**config.mk**
```make
export PLATFORM = sky130hd
export DESIGN_NAME = spi_timing_gen
export DESIGN_NICKNAME = d
export VERILOG_FILES = /design/src/rtl/spi_timing_gen.sv
export SDC_FILE = /design/constraint.sdc
export NUM_CORES = 1
export LEC_CHECK = 0
export CAP_MARGIN = 30
export CORE_MARGIN = 2
export CORE_UTILIZATION = 49
export DETAILED_ROUTE_END_ITERATION = 7
export PLACE_DENSITY = 0.73
export SYNTH_ARGS = -nofsm -noshare
export SYNTH_HDL_FRONTEND = slang
export SYNTH_SLANG_ARGS = --single-unit
```
**constraint.sdc**
```tcl
create_clock -name clk -period 1.85 [get_ports clk]
set_clock_uncertainty 0.1 [all_clocks]
set_input_delay 0.555 -clock clk [delete_from_list [all_inputs] [get_ports clk]]
set_output_delay 0.555 -clock clk [all_outputs]
set_load 0.01 [all_outputs]
```
**src/rtl/spi_timing_gen.sv**
```systemverilog
// Timing generator for the SPI master: serial clock and display refresh dividers,
// plus bit/byte position counters that advance on each sclk rising edge.
module spi_timing_gen #(
  parameter int SCLK_HALF_DIV = 10,
  parameter int DISP_HALF_DIV = 50000
) (
  input  logic       clk,
  input  logic       rst_n,
  input  logic       cnt_clr,
  input  logic       byte_clr,
  output logic       sclk,
  output logic       sclk_rise,
  output logic       sclk_fall,
  output logic       disp_clk,
  output logic       disp_tick,
  output logic [2:0] bit_cnt,
  output logic [1:0] byte_cnt,
  output logic       byte_last_bit
);

  // Index 0 is the sclk divider, index 1 the display refresh divider.
  logic [1:0] wrap;
  logic [1:0] div_clk;
  logic [1:0] div_rise;

  genvar gi;
  generate
    for (gi = 0; gi < 2; gi++) begin : g_div
      localparam int HALF = (gi == 0) ? SCLK_HALF_DIV : DISP_HALF_DIV;
      localparam int CW   = $clog2(HALF) + 1;

      logic [CW-1:0] cnt_reg;
      logic          clk_reg;
      logic          rise_reg;

      assign wrap[gi]     = (cnt_reg == CW'(HALF - 1));
      assign div_clk[gi]  = clk_reg;
      assign div_rise[gi] = rise_reg;

      always_ff @(posedge clk or negedge rst_n) begin
        if (!rst_n) begin
          cnt_reg  <= '0;
          clk_reg  <= 1'b0;
          rise_reg <= 1'b0;
        end else begin
          cnt_reg  <= wrap[gi] ? '0 : cnt_reg + CW'(1);
          clk_reg  <= wrap[gi] ? ~clk_reg : clk_reg;
          rise_reg <= wrap[gi] & ~clk_reg;
        end
      end
    end
  endgenerate

  logic       sclk_fall_reg;
  logic       tick;
  logic [2:0] bit_cnt_reg, bit_cnt_next;
  logic [1:0] byte_cnt_reg, byte_cnt_next;

  // The counters update on the same clk edge where sclk goes 0->1.
  assign tick = wrap[0] & ~div_clk[0];

  always_comb begin
    bit_cnt_next  = bit_cnt_reg;
    byte_cnt_next = byte_cnt_reg;
    if (tick) begin
      if (cnt_clr) begin
        bit_cnt_next  = 3'd0;
        byte_cnt_next = 2'd0;
      end else begin
        bit_cnt_next = bit_cnt_reg + 3'd1;
        if (byte_clr)
          byte_cnt_next = 2'd0;
        else if (bit_cnt_reg == 3'd7)
          byte_cnt_next = byte_cnt_reg + 2'd1;
      end
    end
  end

  always_ff @(posedge clk or negedge rst_n) begin
    if (!rst_n) begin
      sclk_fall_reg <= 1'b0;
      bit_cnt_reg   <= 3'd0;
      byte_cnt_reg  <= 2'd0;
    end else begin
      sclk_fall_reg <= wrap[0] & div_clk[0];
      bit_cnt_reg   <= bit_cnt_next;
      byte_cnt_reg  <= byte_cnt_next;
    end
  end

  assign sclk          = div_clk[0];
  assign sclk_rise     = div_rise[0];
  assign sclk_fall     = sclk_fall_reg;
  assign disp_clk      = div_clk[1];
  assign disp_tick     = div_rise[1];
  assign bit_cnt       = bit_cnt_reg;
  assign byte_cnt      = byte_cnt_reg;
  assign byte_last_bit = (bit_cnt_reg == 3'd7);

endmodule

```
# Yosys cells after proc, flatten, opt, wreduce, memory -nomap -nowiden

Cells that the tools add are included.

Add/sub/neg operators: 4
Eq/ne operators: 3
Multiplexer cells: 6
Bitwise operators: 5
Reductions and logical operators: 2

Operators by type and width:

| cell                                                              | count |
|---|---|
| 17-bit by 1-bit adder with 17-bit output, second input constant   | 1 |
| 17-bit by 16-bit == test with 1-bit output, second input constant | 1 |
| 17-bit two-way mux                                                | 1 |
| 2-bit two-way mux                                                 | 3 |
| 5-bit by 1-bit adder with 5-bit output, second input constant     | 1 |
| 5-bit by 4-bit == test with 1-bit output, second input constant   | 1 |
| 5-bit two-way mux                                                 | 1 |
| 3-bit by 1-bit adder with 3-bit output, second input constant     | 1 |
| 1-bit AND                                                         | 3 |
| 3-bit == test, second input constant                              | 1 |
| 3-bit two-way mux                                                 | 1 |
| 3-bit nonzero test                                                | 1 |
| 2-bit by 1-bit adder with 2-bit output, second input constant     | 1 |
| 1-bit NOT                                                         | 2 |
| 2-bit AND reduction                                               | 1 |

Register bits after elaboration: 32
Input bits: 4
Output and inout port bits: 11
Logic and storage cells: 29

# Depth between registers and ports, before layout

Gate-level depths: netlist (run 1).

Depth in word-level cells: 4
Gate-level depth with buffers: 8
Mapped depth without buffers: 6

# Least setup slack after synthesis (run 1)

Ideal clock, no wire load.

Path type: reg-to-reg
From: reg g_div[1].cnt_reg[10]
To: reg g_div[1].clk_reg, in the netlist disp_clk
Library setup time: 0.075 ns
Data arrival time: 1.608 ns
Required time: 1.675 ns
Setup slack: 0.067 ns
Cell stages (with the launch flop): 6
Path buffers: 1
Clock period less this slack: 1.783 ns
Cell sequence: dfrtp_1 > or4_1 > nor4_2 > and3_1 > buf_6 > xor2_2

Longest elaborated chain between the ends: 1

RTL lines:

| item                                       | line | source |
|---|---|---|
| start: declaration                         | 32   | `logic [CW-1:0] cnt_reg;` |
| start signal: assignment                   | 46   | `cnt_reg <= wrap[gi] ? '0 : cnt_reg + CW'(1);` |
| 17-bit by 16-bit == test with 1-bit output | 36   | `assign wrap[gi] = (cnt_reg == CW'(HALF - 1));` |
| end signal: assignment                     | 47   | `clk_reg <= wrap[gi] ? ~clk_reg : clk_reg;` |
| end: declaration                           | 33   | `logic clk_reg;` |

Every way passes these cells.
A chain may end at the register's enable or synchronous reset.

# Worst setup path after layout (run 1)

From: reg bit_cnt_reg[0], in the netlist bit_cnt[0]
To: out byte_last_bit

Longest elaborated chain between the ends: 1

RTL lines:

| item                     | line | source |
|---|---|---|
| start: declaration       | 56   | `logic [2:0] bit_cnt_reg, bit_cnt_next;` |
| start signal: assignment | 86   | `bit_cnt_reg <= bit_cnt_next;` |
| 3-bit == test            | 98   | `assign byte_last_bit = (bit_cnt_reg == 3'd7);` |
| end: declaration         | 18   | `output logic byte_last_bit` |

Every way passes these cells.

==> flow_summary.rst, run 1 <==
.. list-table::
   :header-rows: 1

   * - Metric
     - Value
   * - Status
     - complete, but fails checks
   * - Violated checks
     - setup timing
   * - Share of synthesized area occupied by flip-flops and latches
     - 0.561
   * - Final Hold Viols
     - 0
   * - Routed via count
     - 1024
   * - Combined flip-flop and latch cell area
     - 801 um^2
   * - P_sw
     - 0.266 mW
   * - RSZ-0062 raised after global routing
     - yes
   * - Placeable core area
     - 2760 um^2
   * - Clock-pin transition on the worst setup and hold timing paths
     - 0.10 ns
   * - Pin count of the biggest net entering global routing
     - 33
   * - Count of buffers inserted at the top-level ports
     - 14
   * - Final count of negative-setup-slack endpoints
     - 1
   * - Cell Area, Placed
     - 1700 um^2
   * - Std-Cell Rows
     - 19
   * - Timing-limited maximum frequency
     - 538 MHz
   * - Die extent in y
     - 58.0 um
   * - Total power per unit cell area
     - 735 nW/um^2
   * - Net count after synthesis
     - 138
   * - CTS Root Cell
     - clkbuf_4
   * - Maximum fanout count along the critical path
     - 2
   * - Initial cell density of the core
     - 0.517
   * - Cells after Synth
     - 129
   * - Post-detailed-placement half-perimeter wirelength
     - 1730 um
   * - Fraction of final layout cells with drive strength greater than 1
     - 0.201
   * - Cell with the biggest individual delay on the critical path
     - dfrtp_1
   * - Die extent in x
     - 58.0 um
   * - Placed cell count
     - 184
   * - Buffer levels on the longest clock path
     - 2
   * - Clock tree from TritonCTS
     - done
   * - Type of the tightest min-delay check
     - register to register
   * - Number of buffers created by CTS
     - 5
   * - GRT Util Overall
     - 0.178
   * - Worst slack, placed
     - -0.0679 ns
   * - Number of antenna violations at the first check in global routing
     - 0
   * - Starting DRT DRC Count
     - 15
   * - Non-filler instance count after layout
     - 195
   * - Fill count
     - 209
   * - Total of hold buffers inserted after clock tree synthesis
     - 0
   * - TNS Setup
     - -0.0101 ns
   * - Worst hold slack
     - 0.380 ns
   * - ANT cells
     - 0
   * - Ordered cell list for the critical path
     - ha_2 > ha_4 > buf_6
   * - Number of nets with antenna violations after routing
     - 0
   * - Routed WL
     - 2440 um
   * - Final worst setup slack
     - -0.0101 ns
   * - Rel. slew slack
     - 0.788
   * - Critical path capture point type
     - primary output
   * - Leakage
     - 0.864 nW
   * - Slew at the pin with the worst max-slew slack
     - 0.316 ns
   * - Footprint of the multi-input gates
     - 641 um^2
   * - Number of warnings reported in the yosys synthesis log
     - 0
   * - Logic gate share of total power
     - 0.044
   * - Total power consumption of the routed design
     - 1.36 mW
   * - Post-synthesis cell type count
     - 27
   * - Register bit total from synthesis
     - 32
   * - Post-synth design cell area
     - 1430 um^2
   * - Number of max-cap violations
     - 0
   * - Data required time of the critical path
     - 1.19 ns
   * - Maximum vdd drop
     - 0.000679 V
   * - Final routed DRC violation total
     - 0
   * - Worst-Skew Late Latency
     - 0.33 ns
   * - Switching power as a share of total power
     - 0.196
   * - Vias in the first global route
     - 1042
   * - Startpoint kind of the worst setup timing path
     - register
   * - Final net count
     - 172
   * - Number of flip-flops under the largest register name
     - 22
   * - Largest incremental delay on the critical path
     - 0.40 ns
   * - Number of max-slew violations in the final report
     - 0
   * - Power share of the sequential group
     - 0.522
   * - Number of clock sinks seen by CTS
     - 32
   * - CP arrival
     - 1.21 ns
   * - Final core area utilization
     - 0.671
   * - Leading cell types in the layout, fill and taps excluded
     - 32 x dfrtp_1, 17 x nor2_1, 15 x buf_4
   * - Syn-to-layout area delta
     - 29.7%
   * - Post-DR vias/cell
     - 5.25
   * - Final Cell Area
     - 1850 um^2
   * - Global placer's final weighted congestion
     - 0.754
   * - Iteration count of the initial detailed-routing pass
     - 4
   * - Crit Path Class
     - register to primary output
   * - H-tree depth
     - 2
   * - Leading cell type in the layout, fill and taps excluded
     - dfrtp_1
   * - Routed len/inst
     - 12.5 um
   * - Number of I/O pins
     - 15
   * - Post-synthesis area per instance
     - 11.1 um^2
   * - Final critical delay including setup and external delays
     - 1.86 ns
   * - Global-route wire length before repair
     - 4380 um
   * - Internal cell power
     - 1.09 mW
   * - Clock network power share
     - 0.435
   * - Aggregate global routing overflow
     - 0
   * - Die Area
     - 3360 um^2
   * - Share of the clock period used by the worst path
     - 1.01
-- critical path: cells and delay by family (launching register included) --
family,cells,cell delay [ns]
flip-flops,1,0.40
buffers and inverters,1,0.11
adder cells (fa/ha/maj),2,0.36
-- final cells by class --
| class | count | share of cell area |
|---|---|---|
| Clock buffer | 7 | 0.0352 |
| Clock inverter | 1 | 0.0162 |
| Inverter | 3 | 0.00609 |
| Multi-Input combinational cell | 91 | 0.346 |
| Sequential cell | 32 | 0.433 |
| Tap cell | 31 | 0.0210 |
| Timing Repair Buffer | 30 | 0.143 |
-- power by group through the flow --
| stage | clock, mW | sequential (mW) | combinational [mW] |
|---|---|---|---|
| 2_1_floorplan | 0 | 0.726 | 0.0117 |
| 3_3_place_gp | 0 | 0.722 | 0.0600 |
| 3_5_place_dp | 0 | 0.723 | 0.0622 |
| 4_1_cts | 0.605 | 0.710 | 0.0599 |
| 5_1_grt | 0.635 | 0.711 | 0.0671 |
| 6_report | 0.591 | 0.710 | 0.0594 |
-- final timing paths --
| check | cells past startpoint | from | to | slack [ns] |
|---|---|---|---|---|
| min | 1 | g_div[1].cnt_reg[16] | g_div[1].cnt_reg[16] | 0.38 |
| min in group asynchronous | 2 | rst_n | byte_cnt[1] | 0.47 |
| max in group asynchronous | 2 | rst_n | g_div[1].cnt_reg[13] | 1.00 |
| max reg2reg | 5 | g_div[1].cnt_reg[10] | g_div[1].cnt_reg[8] | 0.12 |
| min reg2reg | 1 | g_div[1].cnt_reg[16] | g_div[1].cnt_reg[16] | 0.38 |
| max | 3 | bit_cnt[0] | byte_last_bit | -0.01 |
-- Yosys cell counts --
library cell  count  area, um^2
a21o_1            1        7.51
a22o_1            1        8.76
and2_1            1        6.26
and3_1            2        12.5
and4_1            1        8.76
buf_6             1        11.3
clkbuf_1          2        7.51
dfrtp_1          32         801
ha_1              5        62.6
inv_1             3        11.3
nand2_1           9        33.8
nand2b_1          5        31.3
nand3_1           8        40.0
nand4_1           5        31.3
nor2_1           17        63.8
nor2b_1           1        6.26
nor3_1            4        20.0
nor3b_1           1        7.51
nor4_1            2        12.5
nor4_2            1        12.5
nor4bb_1          1        10.0
o211ai_1          1        7.51
o21ai_0           3        15.0
or4_1             2        15.0
xnor2_1          12         105
xor2_1            7        61.3
xor2_2            1        16.3
-- cells by family after synthesis --
family,after synthesis,share of synthesized area
flops,32,0.561
compound gates,6,0.0272
fa+ha+maj,5,0.0439
xor+xnor,20,0.128
buf+inv,6,0.0211
simple gates,60,0.218
-- what timing repair did --
action	CTS	global route
resized for setup	18	7
hold endpoints to repair	0	0
endpoints found under the setup margin	11	19
buffers inserted	1	2
pin swaps	0	1
-- routing by layer --
metal / global-route usage / part of all wire / up-vias
met2: 0.282 / 0.48 / 11
met1: 0.210 / 0.46 / 503
li1: - / - / 506
met3: 0.0759 / 0.041 / 4
met4: 0.0797 / 0.016 / 0
met5: 0 / 0 / -
(Power assumes the default switching activity.)
==> run 2: changes to the inputs <==
CTS_CLUSTER_DIAMETER = 30   (was unset)
SKIP_CTS_REPAIR_TIMING = 1   (was unset)
==> run 2 against run 1 <==
  * The run still ends with setup timing left
  * Combinational power rose by 4.4%
  * Fmax decreased by 3.2%
  * Via count is 0.39% higher
  * Largest cell class unchanged
  * Register-to-register slack hardly changed
  * Critical path depth fell by 2
  * Final cell count up 1.0%
==> flow_summary.rst, run 2 (synthesis results as in run 1) <==
.. list-table::
   :header-rows: 1

   * - Metric
     - Value
   * - Status
     - complete, but fails checks (unchanged)
   * - Violated checks
     - setup timing (unchanged)
   * - Pin count of the biggest net entering global routing
     - 33 (unchanged)
   * - Global placer's final weighted congestion
     - 0.754 (unchanged)
   * - Vias in the first global route
     - 1031 (was 1042)
   * - Worst hold slack
     - 0.380 ns (about the same)
   * - Power share of the sequential group
     - 0.521 (was 0.522)
   * - Initial cell density of the core
     - 0.517 (unchanged)
   * - Post-detailed-placement half-perimeter wirelength
     - 1730 um (unchanged)
   * - Die extent in x
     - 58.0 um (unchanged)
   * - Std-Cell Rows
     - 19 (unchanged)
   * - Critical path capture point type
     - primary output (unchanged)
   * - Number of buffers created by CTS
     - 5 (unchanged)
   * - Ordered cell list for the critical path
     - clkdlybuf4s50_1 (was ha_2 > ha_4 > buf_6)
   * - TNS Setup
     - -0.118 ns (was -0.0101 ns)
   * - Slew at the pin with the worst max-slew slack
     - 0.316 ns (about the same)
   * - Clock tree from TritonCTS
     - done (unchanged)
   * - Critical Path Start
     - bit_cnt[2] (was bit_cnt[0])
   * - Cell Area, Placed
     - 1700 um^2 (unchanged)
   * - GRT Util Overall
     - 0.176 (was 0.178)
   * - Final Hold Viols
     - 0 (unchanged)
   * - Number of I/O pins
     - 15 (unchanged)
   * - Rel. slew slack
     - 0.788 (about the same)
   * - Starting DRT DRC Count
     - 22 (was 15)
   * - Footprint of the multi-input gates
     - 628 um^2 (was 641 um^2)
   * - Final net count
     - 174 (was 172)
   * - Stages on worst setup path
     - 1 (was 3)
   * - Total power consumption of the routed design
     - 1.36 mW (about the same)
   * - Clock network power share
     - 0.434 (was 0.435)
   * - Count of buffers inserted at the top-level ports
     - 14 (unchanged)
   * - Type of the tightest min-delay check
     - register to register (unchanged)
   * - Largest incremental delay on the critical path
     - 0.55 ns (was 0.40 ns)
   * - ANT cells
     - 0 (unchanged)
   * - CTS Root Cell
     - clkbuf_4 (unchanged)
   * - Reg-to-reg critical path endpoint
     - g_div[1].cnt_reg[8] (unchanged)
   * - Syn-to-layout area delta
     - 31.8% (was 29.7%)
   * - Internal cell power
     - 1.10 mW (was 1.09 mW)
   * - Maximum fanout count along the critical path
     - 3 (was 2)
   * - Leading cell types in the layout, fill and taps excluded
     - 32 x dfrtp_1, 17 x nor2_1, 17 x buf_4 (was 32 x dfrtp_1, 17 x nor2_1, 15 x buf_4)
   * - Buffer and inverter count on the worst path
     - 1 (unchanged)
   * - Leading cell type in the layout, fill and taps excluded
     - dfrtp_1 (unchanged)
   * - Die extent in y
     - 58.0 um (unchanged)
   * - Routed via count
     - 1028 (was 1024)
   * - H-tree depth
     - 2 (unchanged)
   * - Non-filler instance count after layout
     - 197 (was 195)
   * - Placed cell count
     - 184 (unchanged)
   * - Switching power as a share of total power
     - 0.195 (was 0.196)
   * - Final core area utilization
     - 0.681 (was 0.671)
   * - Final routed DRC violation total
     - 0 (unchanged)
   * - Worst-Skew Late Latency
     - 0.33 ns (about the same)
   * - Share of the clock period used by the worst path
     - 1.04 (was 1.01)
   * - Fraction of final layout cells with drive strength greater than 1
     - 0.205 (was 0.201)
   * - Die Area
     - 3360 um^2 (unchanged)
   * - Number of nets with antenna violations after routing
     - 0 (unchanged)
   * - Maximum vdd drop
     - 0.000678 V (was 0.000679 V)
   * - Number of max-cap violations
     - 0 (unchanged)
   * - Cell with the biggest individual delay on the critical path
     - clkdlybuf4s50_1 (was dfrtp_1)
   * - Global-route wire length before repair
     - 4330 um (was 4380 um)
   * - Buffer levels on the longest clock path
     - 2 (unchanged)
   * - Routed len/inst
     - 12.6 um (was 12.5 um)
   * - Routed WL
     - 2480 um (was 2440 um)
   * - Number of flip-flops under the largest register name
     - 22 (unchanged)
   * - Cell count of the worst reg-to-reg path
     - 5 (unchanged)
   * - Leakage
     - 0.968 nW (was 0.864 nW)
   * - Combined flip-flop and latch cell area
     - 801 um^2 (unchanged)
   * - Fill count
     - 202 (was 209)
   * - P_sw
     - 0.265 mW (was 0.266 mW)
   * - Number of antenna violations at the first check in global routing
     - 0 (unchanged)
   * - Reg2reg setup slack
     - 0.12 ns (about the same)
   * - Placeable core area
     - 2760 um^2 (unchanged)
   * - CP arrival
     - 1.27 ns (was 1.21 ns)
   * - Clock-pin transition on the worst setup and hold timing paths
     - 0.09 ns (was 0.10 ns)
   * - Crit path to
     - bit_cnt[2] (was byte_last_bit)
   * - Data required time of the critical path
     - 1.19 ns (about the same)
   * - Timing-limited maximum frequency
     - 520 MHz (was 538 MHz)
   * - RSZ-0062 raised after global routing
     - yes (unchanged)
   * - Final critical delay including setup and external delays
     - 1.92 ns (was 1.86 ns)
   * - Number of clock sinks seen by CTS
     - 32 (unchanged)
   * - Post-DR vias/cell
     - 5.22 (was 5.25)
   * - Start of the worst register-to-register path
     - g_div[1].cnt_reg[10] (unchanged)
   * - Cell class contributing the biggest share of worst-path delay
     - buffers and inverters (was flip-flops)
   * - Iteration count of the initial detailed-routing pass
     - 6 (was 4)
   * - Final Cell Area
     - 1880 um^2 (was 1850 um^2)
   * - Total power per unit cell area
     - 724 nW/um^2 (was 735 nW/um^2)
   * - Worst slack, placed
     - -0.0679 ns (unchanged)
   * - Crit Path Class
     - register to primary output (unchanged)
   * - Logic gate share of total power
     - 0.046 (was 0.044)
   * - Final worst setup slack
     - -0.0723 ns (was -0.0101 ns)
   * - Final count of negative-setup-slack endpoints
     - 2 (was 1)
   * - Startpoint kind of the worst setup timing path
     - register (unchanged)
   * - Number of max-slew violations in the final report
     - 0 (unchanged)
   * - Aggregate global routing overflow
     - 0 (unchanged)
run 2: routing by layer:
layer,share of wire,track usage,vias up
met5,0,0,-
li1,-,-,510
met1,0.45,0.209,503
met2,0.49,0.278,11
met3,0.041,0.0759,4
met4,0.016,0.0797,0
run 2: worst reg2reg max path: cells and delay by family, from the launching register on:
kind / cells / cell delay (ns)
AND/OR/NAND/NOR: 4 / 0.99
flip-flops: 1 / 0.39
buffers and inverters: 1 / 0.16
run 2: layout make-up:
class | count | share of cell area
well taps | 31 | 0.0206
multi-input cells | 91 | 0.334
inverters | 3 | 0.00599
clock buffers | 7 | 0.0346
clock inverters | 1 | 0.0160
flip-flops and latches | 32 | 0.426
repair buffers | 32 | 0.162
run 2: worst min-delay path by stage:
stage,from,end,slack [ns],depth (start not counted)
floorplan,rst_n,bit_cnt[0],0.16,0
global placement,g_div[1].cnt_reg[16],g_div[1].cnt_reg[16],0.36,1
detailed placement,g_div[1].cnt_reg[16],g_div[1].cnt_reg[16],0.37,1
CTS,g_div[1].cnt_reg[16],g_div[1].cnt_reg[16],0.38,1
global route,g_div[1].cnt_reg[16],g_div[1].cnt_reg[16],0.40,1
finish,g_div[1].cnt_reg[16],g_div[1].cnt_reg[16],0.38,1
run 2: power by group through the flow:
stage	clock network, mW	registers (mW)	logic, mW
after floorplan	0	0.726	0.0117
after global placement	0	0.722	0.0600
after detailed placement	0	0.723	0.0622
after CTS	0.605	0.709	0.0624
after global routing	0.635	0.710	0.0702
final	0.590	0.709	0.0620
